===== src/rtl/alu_arbiter.sv =====
// alu_arbiter: round-robin arbiter sharing one fixed-latency ALU between two requesters
module alu_arbiter #(
   parameter int ALU_LAT = 1
) (
   input  logic        clk,
   input  logic        rst,
   input  logic        req0_valid,
   input  logic        req1_valid,
   output logic        req0_ready,
   output logic        req1_ready,
   input  logic [31:0] req0_a,
   input  logic [31:0] req0_b,
   input  logic [2:0]  req0_op,
   input  logic [31:0] req1_a,
   input  logic [31:0] req1_b,
   input  logic [2:0]  req1_op,
   output logic [31:0] alu_a,
   output logic [31:0] alu_b,
   output logic [2:0]  alu_op,
   input  logic [31:0] alu_result,
   input  logic        alu_zero,
   output logic [1:0]  resp_valid,
   output logic [31:0] resp_result,
   output logic        resp_zero
);
   typedef enum logic [1:0] {IDLE, EXEC, DONE} state_t;
   localparam logic [2:0] CNT_LAST = 3'(ALU_LAT - 1);
   state_t state, state_nx;
   logic [2:0] cnt;
   logic last, gid, gnt, hs, cap;
   // on a tie the requester not granted last wins, otherwise whoever is asking
   assign gnt = (req0_valid & req1_valid) ? ~last : req1_valid;
   // ready is gated by reset so nothing is offered while the block is held in reset
   assign req0_ready = hs & rst & ~gnt;
   assign req1_ready = hs & rst & gnt;
   assign resp_valid = (state == DONE) ? {gid, ~gid} : 2'b00;
   // state register
   always_ff @(posedge clk or negedge rst)
      if (!rst) state <= IDLE;
      else state <= state_nx;
   // next state, handshake and capture strobes
   always_comb begin
      state_nx = state;
      hs = 1'b0;
      cap = 1'b0;
      case (state)
         IDLE: if (req0_valid | req1_valid) begin
            hs = 1'b1;
            state_nx = EXEC;
         end
         EXEC: if (cnt == CNT_LAST) begin
            cap = 1'b1;
            state_nx = DONE;
         end
         DONE: state_nx = IDLE;
         default: state_nx = IDLE;
      endcase
   end
   // EXEC cycle counter, cleared whenever the ALU is not busy
   always_ff @(posedge clk or negedge rst)
      if (!rst) cnt <= 3'd0;
      else cnt <= (state == EXEC && !cap) ? cnt + 3'd1 : 3'd0;
   // latch the granted operation so the ALU sees stable inputs through EXEC
   always_ff @(posedge clk or negedge rst)
      if (!rst) begin
         alu_a <= 32'd0;
         alu_b <= 32'd0;
         alu_op <= 3'b000;
         gid <= 1'b0;
         last <= 1'b1;
      end else if (hs) begin
         alu_a <= gnt ? req1_a : req0_a;
         alu_b <= gnt ? req1_b : req0_b;
         alu_op <= gnt ? req1_op : req0_op;
         gid <= gnt;
         last <= gnt;
      end
   // capture the ALU result on the last EXEC cycle and hold it until the next one
   always_ff @(posedge clk or negedge rst)
      if (!rst) begin
         resp_result <= 32'd0;
         resp_zero <= 1'b0;
      end else if (cap) begin
         resp_result <= alu_result;
         resp_zero <= alu_zero;
      end
endmodule


===== config.mk =====
export PLATFORM = sky130hd
export DESIGN_NAME = alu_arbiter
export DESIGN_NICKNAME = d
export VERILOG_FILES = /design/src/rtl/alu_arbiter.sv
export SDC_FILE = /design/constraint.sdc
export NUM_CORES = 1
export LEC_CHECK = 0
export ABC_AREA = 1
export CORE_MARGIN = 2
export CORE_UTILIZATION = 37
export DETAILED_ROUTE_END_ITERATION = 16
export HOLD_SLACK_MARGIN = 0.08
export MAX_ROUTING_LAYER = met4
export PLACE_DENSITY = 0.78
export SLEW_MARGIN = 20
export SYNTH_ARGS = -nofsm -noshare
export SYNTH_HDL_FRONTEND = slang
export SYNTH_SLANG_ARGS = --single-unit

===== constraint.sdc =====
create_clock -name clk -period 1.5 [get_ports clk]
set_clock_uncertainty 0.2 [all_clocks]
set_input_delay 0.3 -clock clk [delete_from_list [all_inputs] [get_ports clk]]
set_output_delay 0.3 -clock clk [all_outputs]
set_load 0.03 [all_outputs]

; ---- After elaboration in Yosys (flattened, before gate mapping)
; Cells that the tools add are included.
[totals]
regBits = 107
in_bits = 171
output_inout_bits = 104
word_cells = 40
[classes]
addsub = 1
eq_ne = 4
mux = 13
bitwise_logic = 8
reduce_logical = 5
[ops]
columns = op, n
row1 = $mux 32, 2
row2 = $mux 2, 3
row3 = $mux 3, 2
row4 = $mux 1, 5
row5 = $and 1x1->1, 4
row6 = $ne 2x2->1 const B, 2
row7 = $pmux 2 s2, 1
row8 = $add 3x1->3 const B, 1
row9 = $logic_not 3->1, 1
row10 = $not 1->1, 3
row11 = $eq 2x1->1 const B, 1
row12 = $eq 2x2->1 const B, 1
row13 = $logic_not 2->1, 1
row14 = $reduce_and 2->1, 1
row15 = $logic_and 1x1->1, 1
row16 = $logic_not 1->1, 1
row17 = $or 1x1->1, 1

; ---- Logic depth before layout (Yosys ltp)
; Gate-level depths: netlist (run 1).
[depth]
word_depth = 6
mapped_depth = 9
depth_no_buf = 8

; ---- Least setup slack after synthesis (run 1)
; Ideal clock, no wire load.
[synth_timing]
path_type = register -> output
startpoint = reg last
endpoint = out req0_ready
t_arrival_ns = 1.555
required_ns = 1.000
path_slack_ns = -0.555
path_stages_with_launch = 6
path_buffers = 1
path_cell_list = dfstp_2 nand2_2 nand2_2 buf_4 inv_2 nor3_1
[synth_between]
elab_chain_len = 4
[synth_rtl]
columns = item, line_no
row1 = from (decl), 30  ; logic last, gid, gnt, hs, cap;
row2 = from (signal assigned), 76  ; last <= gnt;
row3 = $not 1->1, 32  ; assign gnt = (req0_valid & req1_valid) ? ~last : req1_valid;
row4 = $mux 1, 32
row5 = $not 1->1, 34  ; assign req0_ready = hs & rst & ~gnt;
row6 = $and 1x1->1, 34
row7 = to (decl), 9  ; output logic req0_ready,
; Every way passes these cells.

; ---- Final worst setup path (run 1)
; Same ends and word-level chain as after synthesis.

==> metrics.md, run 1 <==
| Metric | Value |
|---|---|
| Outcome | `finished with violations` |
| Violated checks | `setup timing` |
| PwrDens | `between 2000 and 2500 nW/µm²` |
| Clk_lat worst skew | `roughly 350 ps` |
| Synth Register Bits | `approximately 110` |
| Critical path launch point | `last` |
| Switching Share | `46.0%` |
| Measured slew at the worst slew-check pin | `581 ps` |
| CTS tree | `built` |
| Slowest CP cell | `dfstp_2` |
| Clock root buffer | `clkbuf_16` |
| Core footprint | `14400 µm²` |
| Min-Delay Path Depth | `2` |
| Max Slew Vio Count | `0` |
| Seq pwr share | `a little over a quarter` |
| Peak supply drop | `roughly 1.3 mV` |
| CTS sink count | `107` |
| Port Buf Inserts | `274` |
| Fin cells | `between 1000 and 1500` |
| Routability cong. | `0.803` |
| Mapped Cells | `754` |
| DRC errors left | `0` |
| Layout cells sized above 1 | `25.3%` |
| Vias per Instance | `4.78` |
| Hold_sp | `alu_a[10]` |
| Synthesized area per cell | `7.18 µm²` |
| Clk network pwr share | `12.5%` |
| Achievable Freq | `~0.53 GHz` |
| DRT Pass-1 Iters | `5` |
| Vias in the first global route | `5679` |
| Setup-failing EPs final | `~100` |
| R2R setup slack | `-260 ps` |
| Yosys cell types | `19` |
| Final Hold Fails | `0` |
| Area share of the largest cell type after synthesis | `approximately 49%` |
| Max clock buf depth | `2` |
| Final WL | `about 20000 µm` |
| Count leader, synth | `nand2_1` |
| Top FF cell, synth | `dfrtp_1` |
| P_sw | `9.04 mW` |
| Clock transition at path regs | `70 ps` |
| Worst path bufs/invs | `2` |
| Die width | `roughly 120 µm` |
| Setup WS post-layout | `-372 ps` |
| Worst r2r src | `last` |
| # diodes | `0` |
| Worst EP required | `1000 ps` |
| Post-route minimum period | `1870 ps` |
| Initial antenna violation count | `0` |
| CP Launch Type | `flop` |
| Via count | `roughly 6000` |
| Setup Crit Path Kind | `flop to output pin` |
| P_leak | `5.33 nW` |
| Routed len/inst | `16.5 µm` |
| Critical Path AT | `1370 ps` |
| # IOs | `275` |
| Synth top area cells | `dfrtp_1 49%, nand2_1 21%, nand3_1 12%` |
| Sequential fraction of the synthesis area | `between 40 and 50%` |
| CP delay by family, top | `flip-flops` |
| Syn_nets | `927` |
| Die Span Y | `125 µm` |
| RSZ-0062 raised after global routing | `true` |
| Post-DP HPWL | `around 12000 µm` |
| Initial Utilization | `37.5%` |
| Post-synth top cells | `305 x nand2_1, 141 x inv_1, 134 x nand3_1` |
| Top cell type by total area after synthesis | `dfrtp_1` |
| Critical register-to-register path endpoint | `alu_a[22]` |
| Crit path top cell by count | `nand2_4` |
| Final nets | `1230` |
| Worst Hold End | `alu_a[10]` |
| CP endpoint kind | `output pin` |
| Period Utilization, post-route | `125%` |
| Placed cell count | `1199` |
| Post-synth EDFFs | `0` |
| DRT iter0 DRCs | `426` |
| Hold Path Class | `flop to flop` |
| Largest net degree at the start of global routing | `between 100 and 150` |
| Finished Core Util | `67.0%` |
| Max-cap violations | `0` |
| Number of buffers created by CTS | `9` |
| Gr usage total | `approximately a quarter` |
| Yosys warning total | `0` |
| Placed cell area | `8280 µm²` |
| Critical path, cell by cell | `nand2_4, nand2_4, inv_4, nor3_4, buf_6` |
| Setup WS pre-CTS | `-482 ps` |
| Remaining antenna violation count | `0` |
| First-pass GRT wire length | `28700 µm` |
| CP Depth | `5` |
| Gate power share | `61.2%` |
| Synth async-reset ratio | `100%` |
| Max FO, Critical Path | `2` |
| Syn Std Cell Area | `5410 µm²` |
| Final design area excluding fillers | `just under 10000 µm²` |
| Total Die Area | `15600 µm²` |
| Gr ovfl total | `0` |
| Internal power | `10.6 mW` |
| Layout area overhead | `78.5%` |
| Number of placement rows | `44` |
| Worst Reg-to-Reg Cells | `9` |
| H-tree depth | `3` |
| CP max stage delay | `roughly 560 ps` |
| Worst rel slew slack | `61.3%` |
cell type report:
cell class / count / area (µm²)
Clock buffer: 13 / 260
Fill cell: 1153 / 4760
Inverter: 146 / 561
Tap cell: 184 / 230
Clock inverter: 3 / 46.3
Timing Repair Buffer: 334 / 3560
Multi-Input combinational cell: 459 / 2330
Sequential cell: 107 / 2680
worst register-to-register path, cell delays in order (launching register included):
cell	delay [ps]
dfstp_2	560
nand2_4	70
nand2_4	90
buf_4	150
buf_12	150
buf_12	120
buf_16	130
nand2_1	60
nand3_1	70
nand2_1	60
worst max-delay path by stage:
stage	slack [ps]	endpoint
after floorplan	-130	req0_ready
after global placement	-450	req1_ready
after detailed placement	-480	req1_ready
after CTS	-360	req0_ready
after global routing	-420	req0_ready
final	-370	req0_ready
metal layers:
metal	vias up	wire [µm]	global-route usage [%]
met4	0	742	8.82
li1	2854	-	-
met2	247	9910	39.1
met3	55	1140	5.22
met5	-	0	-
met1	2799	8800	28.9
sequential cells by signal, summed over array words and instances, names as in the netlist:
signal	count
gid	1
cnt	3
resp_zero	1
alu_a	32
resp_result	32
state	2
alu_op	3
last	1
alu_b	32
cell usage in the layout (no fill, tap or decap), types with 7 or more instances in the layout:
cell and count:
nand2_1 244, dfrtp_1 106, buf_12 18, nand2_2 39, inv_1 139, buf_6 7, nand2_4 26, buf_16 7
clkdlybuf4s50_1 167, buf_4 117, clkbuf_16 22, nand3_1 125, nand3_2 7
power by group through the flow:
stage / Clock (mW) / Combinational (mW) / Sequential, mW
after floorplan: 0 / 3.20 / 7.74
after global placement: 0 / 9.90 / 5.10
after detailed placement: 0 / 10.1 / 5.12
after CTS: 2.51 / 10.6 / 5.12
after global routing: 2.62 / 12.8 / 5.30
final: 2.46 / 12.0 / 5.15
timing repair:
| item | in CTS | in global routing |
|---|---|---|
| gates resized for setup | 20 | 117 |
| gates cloned | 8 | 15 |
| hold buffers | 1 | 0 |
| setup endpoints to repair | 55 | 104 |
| hold endpoints to repair | 106 | 0 |
| pin swaps | 7 | 35 |
| setup buffers | 3 | 6 |
cells by family after synthesis:
family,after synthesis,synth area share [%]
fa+ha+maj,2,0.462
flops,107,49.5
simple gates,454,35.1
compound gates,2,0.185
buf+inv,188,14.6
xor+xnor,1,0.162
through the flow:
step	power, mW	TNS, ps	hold WS, ps
floorplan	10.9	-360	-196
global placement	15.0	-22960	239
detailed placement	15.2	-25810	241
CTS	18.3	-9720	265
global route	20.7	-20320	292
finish	19.6	-13890	275
(Power assumes the default switching activity.)
==> inputs of run 2 (changes only) <==
MAX_ROUTING_LAYER = not set   (was met4)
==> run 2 against run 1 <==
  * The run still ends with setup timing left
  * Critical endpoint unchanged
  * Power about the same
  * Non-clock buffer count unchanged
  * Utilization unchanged
  * Global-route usage decreased by 0.67 points
  * Design area unchanged
  * Maximum frequency about the same
  * Clock-buffer cell count unchanged
  * Flip-flop and latch count unchanged
  * Highest routed layer unchanged
==> metrics.md, run 2 (synthesized netlist as in run 1, its figures left out) <==
| Metric | Value |
|---|---|
| Worst r2r src | `last (unchanged)` |
| Outcome | `finished with violations (unchanged)` |
| CP endpoint kind | `output pin (unchanged)` |
| # IOs | `275 (unchanged)` |
| Most frequent cells in the layout | `244 x nand2_1, 167 x clkdlybuf4s50_1, 139 x inv_1, 125 x nand3_1, 117 x buf_4 (unchanged)` |
| Switching Share | `46.0% (about the same)` |
| Largest net degree at the start of global routing | `108 (unchanged)` |
| DRT Pass-1 Iters | `5 (unchanged)` |
| Hold Path Class | `flop to flop (unchanged)` |
| Core footprint | `14400 µm² (unchanged)` |
| Worst EP required | `1000 ps (about the same)` |
| Die Span Y | `125 µm (unchanged)` |
| Initial antenna violation count | `0 (unchanged)` |
| CP delay by family, top | `flip-flops (unchanged)` |
| Number of placement rows | `44 (unchanged)` |
| Clock root buffer | `clkbuf_16 (unchanged)` |
| PwrDens | `2030 nW/µm² (about the same)` |
| Gate power share | `61.2% (about the same)` |
| H-tree depth | `3 (unchanged)` |
| CP max stage delay | `560 ps (about the same)` |
| Crit path top cell by count | `nand2_4 (unchanged)` |
| Internal power | `10.6 mW (about the same)` |
| Fin cells | `1246 (unchanged)` |
| Placed cell count | `1199 (unchanged)` |
| Final hold slack | `274 ps (was 275 ps)` |
| Die width | `125 µm (unchanged)` |
| Clk network pwr share | `12.6% (was 12.5%)` |
| Layout cells sized above 1 | `25.3% (unchanged)` |
| Setup Crit Path Kind | `flop to output pin (unchanged)` |
| Worst path bufs/invs | `2 (unchanged)` |
| Biggest regs | `alu_a (32), alu_b (32), resp_result (32) (unchanged)` |
| Critical Path AT | `1370 ps (about the same)` |
| Worst rel slew slack | `61.2% (was 61.3%)` |
| Initial Utilization | `37.5% (unchanged)` |
| Via count | `5992 (was 5955)` |
| Fill cells | `1153 (unchanged)` |
| Clk_lat worst skew | `360 ps (was 350 ps)` |
| Remaining antenna violation count | `0 (unchanged)` |
| Gr ovfl total | `0 (unchanged)` |
| Vias in the first global route | `5673 (was 5679)` |
| Routed len/inst | `16.5 µm (about the same)` |
| Period Utilization, post-route | `125% (about the same)` |
| Final nets | `1230 (unchanged)` |
| Gr usage total | `23.1% (was 23.8%)` |
| Max-cap violations | `0 (unchanged)` |
| Measured slew at the worst slew-check pin | `582 ps (was 581 ps)` |
| RSZ-0062 raised after global routing | `true (unchanged)` |
| Total Die Area | `15600 µm² (unchanged)` |
| CTS sink count | `107 (unchanged)` |
| Max Slew Vio Count | `0 (unchanged)` |
| Multi-input logic area | `2330 µm² (unchanged)` |
| Final WL | `20500 µm (was 20600 µm)` |
| # diodes | `0 (unchanged)` |
| CP Launch Type | `flop (unchanged)` |
| Hold_sp | `alu_a[10] (unchanged)` |
| Setup WS post-layout | `-372 ps (about the same)` |
| Design Power | `19.6 mW (about the same)` |
| Finished Core Util | `67.0% (unchanged)` |
| Setup WS pre-CTS | `-482 ps (unchanged)` |
| Setup-failing EPs final | `98 (was 104)` |
| Critical path launch point | `last (unchanged)` |
| Number of buffers created by CTS | `9 (unchanged)` |
| Post-route minimum period | `1870 ps (about the same)` |
| Achievable Freq | `0.534 GHz (about the same)` |
| Max clock buf depth | `2 (unchanged)` |
| P_leak | `5.33 nW (unchanged)` |
| Port Buf Inserts | `274 (unchanged)` |
| DRC errors left | `0 (unchanged)` |
| Max FO, Critical Path | `2 (unchanged)` |
| Slowest CP cell | `dfstp_2 (unchanged)` |
| Clock transition at path regs | `70 ps (about the same)` |
| Routability cong. | `0.792 (was 0.803)` |
| Seq pwr share | `26.2% (about the same)` |
| First-pass GRT wire length | `28800 µm (was 28700 µm)` |
| Register Area | `2680 µm² (unchanged)` |
| CTS tree | `built (unchanged)` |
| Final Hold Fails | `0 (unchanged)` |
| Peak supply drop | `1.33 mV (was 1.32 mV)` |
| P_sw | `9.03 mW (was 9.04 mW)` |
| Critical path, cell by cell | `nand2_4, nand2_4, inv_4, nor3_4, buf_6 (unchanged)` |
| Layout area overhead | `78.5% (unchanged)` |
| DRT iter0 DRCs | `388 (was 426)` |
| Vias per Instance | `4.81 (was 4.78)` |
| Most common cell after layout, fill and taps aside | `nand2_1 (unchanged)` |
| Post-DP HPWL | `12000 µm (unchanged)` |
| Violated checks | `setup timing (unchanged)` |
==> run 2: cell counts in the layout (fill, tap and decap cells not counted) <==
Identical to the previous run, type by type.
==> run 2: worst min-delay path, stage by stage (launching register included) <==
cell and delay, ps:
dfrtp_1 340, nand2_1 50, nand2_1 50
==> run 2: worst paths after layout <==
| kind | end | slack [ps] | depth (start not counted) |
|---|---|---|---|
| min in group asynchronous | state[0] | 420 | 3 |
| setup / recovery | req0_ready | -370 | 5 |
| max in group asynchronous | alu_b[14] | 260 | 3 |
| hold / removal | alu_a[10] | 270 | 2 |
| setup reg to reg | alu_a[22] | -260 | 9 |
| hold reg to reg | alu_a[10] | 270 | 2 |
==> run 2: cell type report <==
class                           count  share of cell area (%)
Clock buffer                       13                    2.69
Clock inverter                      3                   0.479
Inverter                          146                    5.80
Multi-Input combinational cell    459                    24.1
Sequential cell                   107                    27.7
Tap cell                          184                    2.38
Timing Repair Buffer              334                    36.9
==> run 2: routing by layer <==
layer | global-route usage (%) | vias up | wire (µm)
li1 | - | 2854 | -
met1 | 28.5 | 2830 | 8720
met2 | 39.1 | 253 | 9910
met3 | 5.86 | 55 | 1140
met4 | 8.82 | 0 | 741
met5 | 0 | - | 0
==> run 2: per-stage QoR <==
| step | instance area (µm²) | TNS [ps] |
|---|---|---|
| 5_1_grt | 9660 | -20300 |
| 3_3_place_gp | 8280 | -22960 |
| 2_1_floorplan | 5440 | -360 |
| 6_report | 9660 | -13870 |
| 4_1_cts | 8910 | -9720 |
| 3_5_place_dp | 8280 | -25810 |
==> run 2: power groups by stage <==
stage | Sequential [mW] | Combinational [mW] | Clock, mW
5_1_grt | 5.30 | 12.8 | 2.62
4_1_cts | 5.12 | 10.6 | 2.51
6_report | 5.15 | 12.0 | 2.47
2_1_floorplan | 7.74 | 3.20 | 0
3_3_place_gp | 5.10 | 9.90 | 0
3_5_place_dp | 5.12 | 10.1 | 0
==> run 2: what timing repair did <==
item	4_1_cts	5_1_grt
resized for setup	20	117
pin swaps	7	35
hold endpoints to repair	106	0
setup endpoints to repair	55	104
gates cloned	8	15
buffers inserted	3	6
hold buffers	1	0
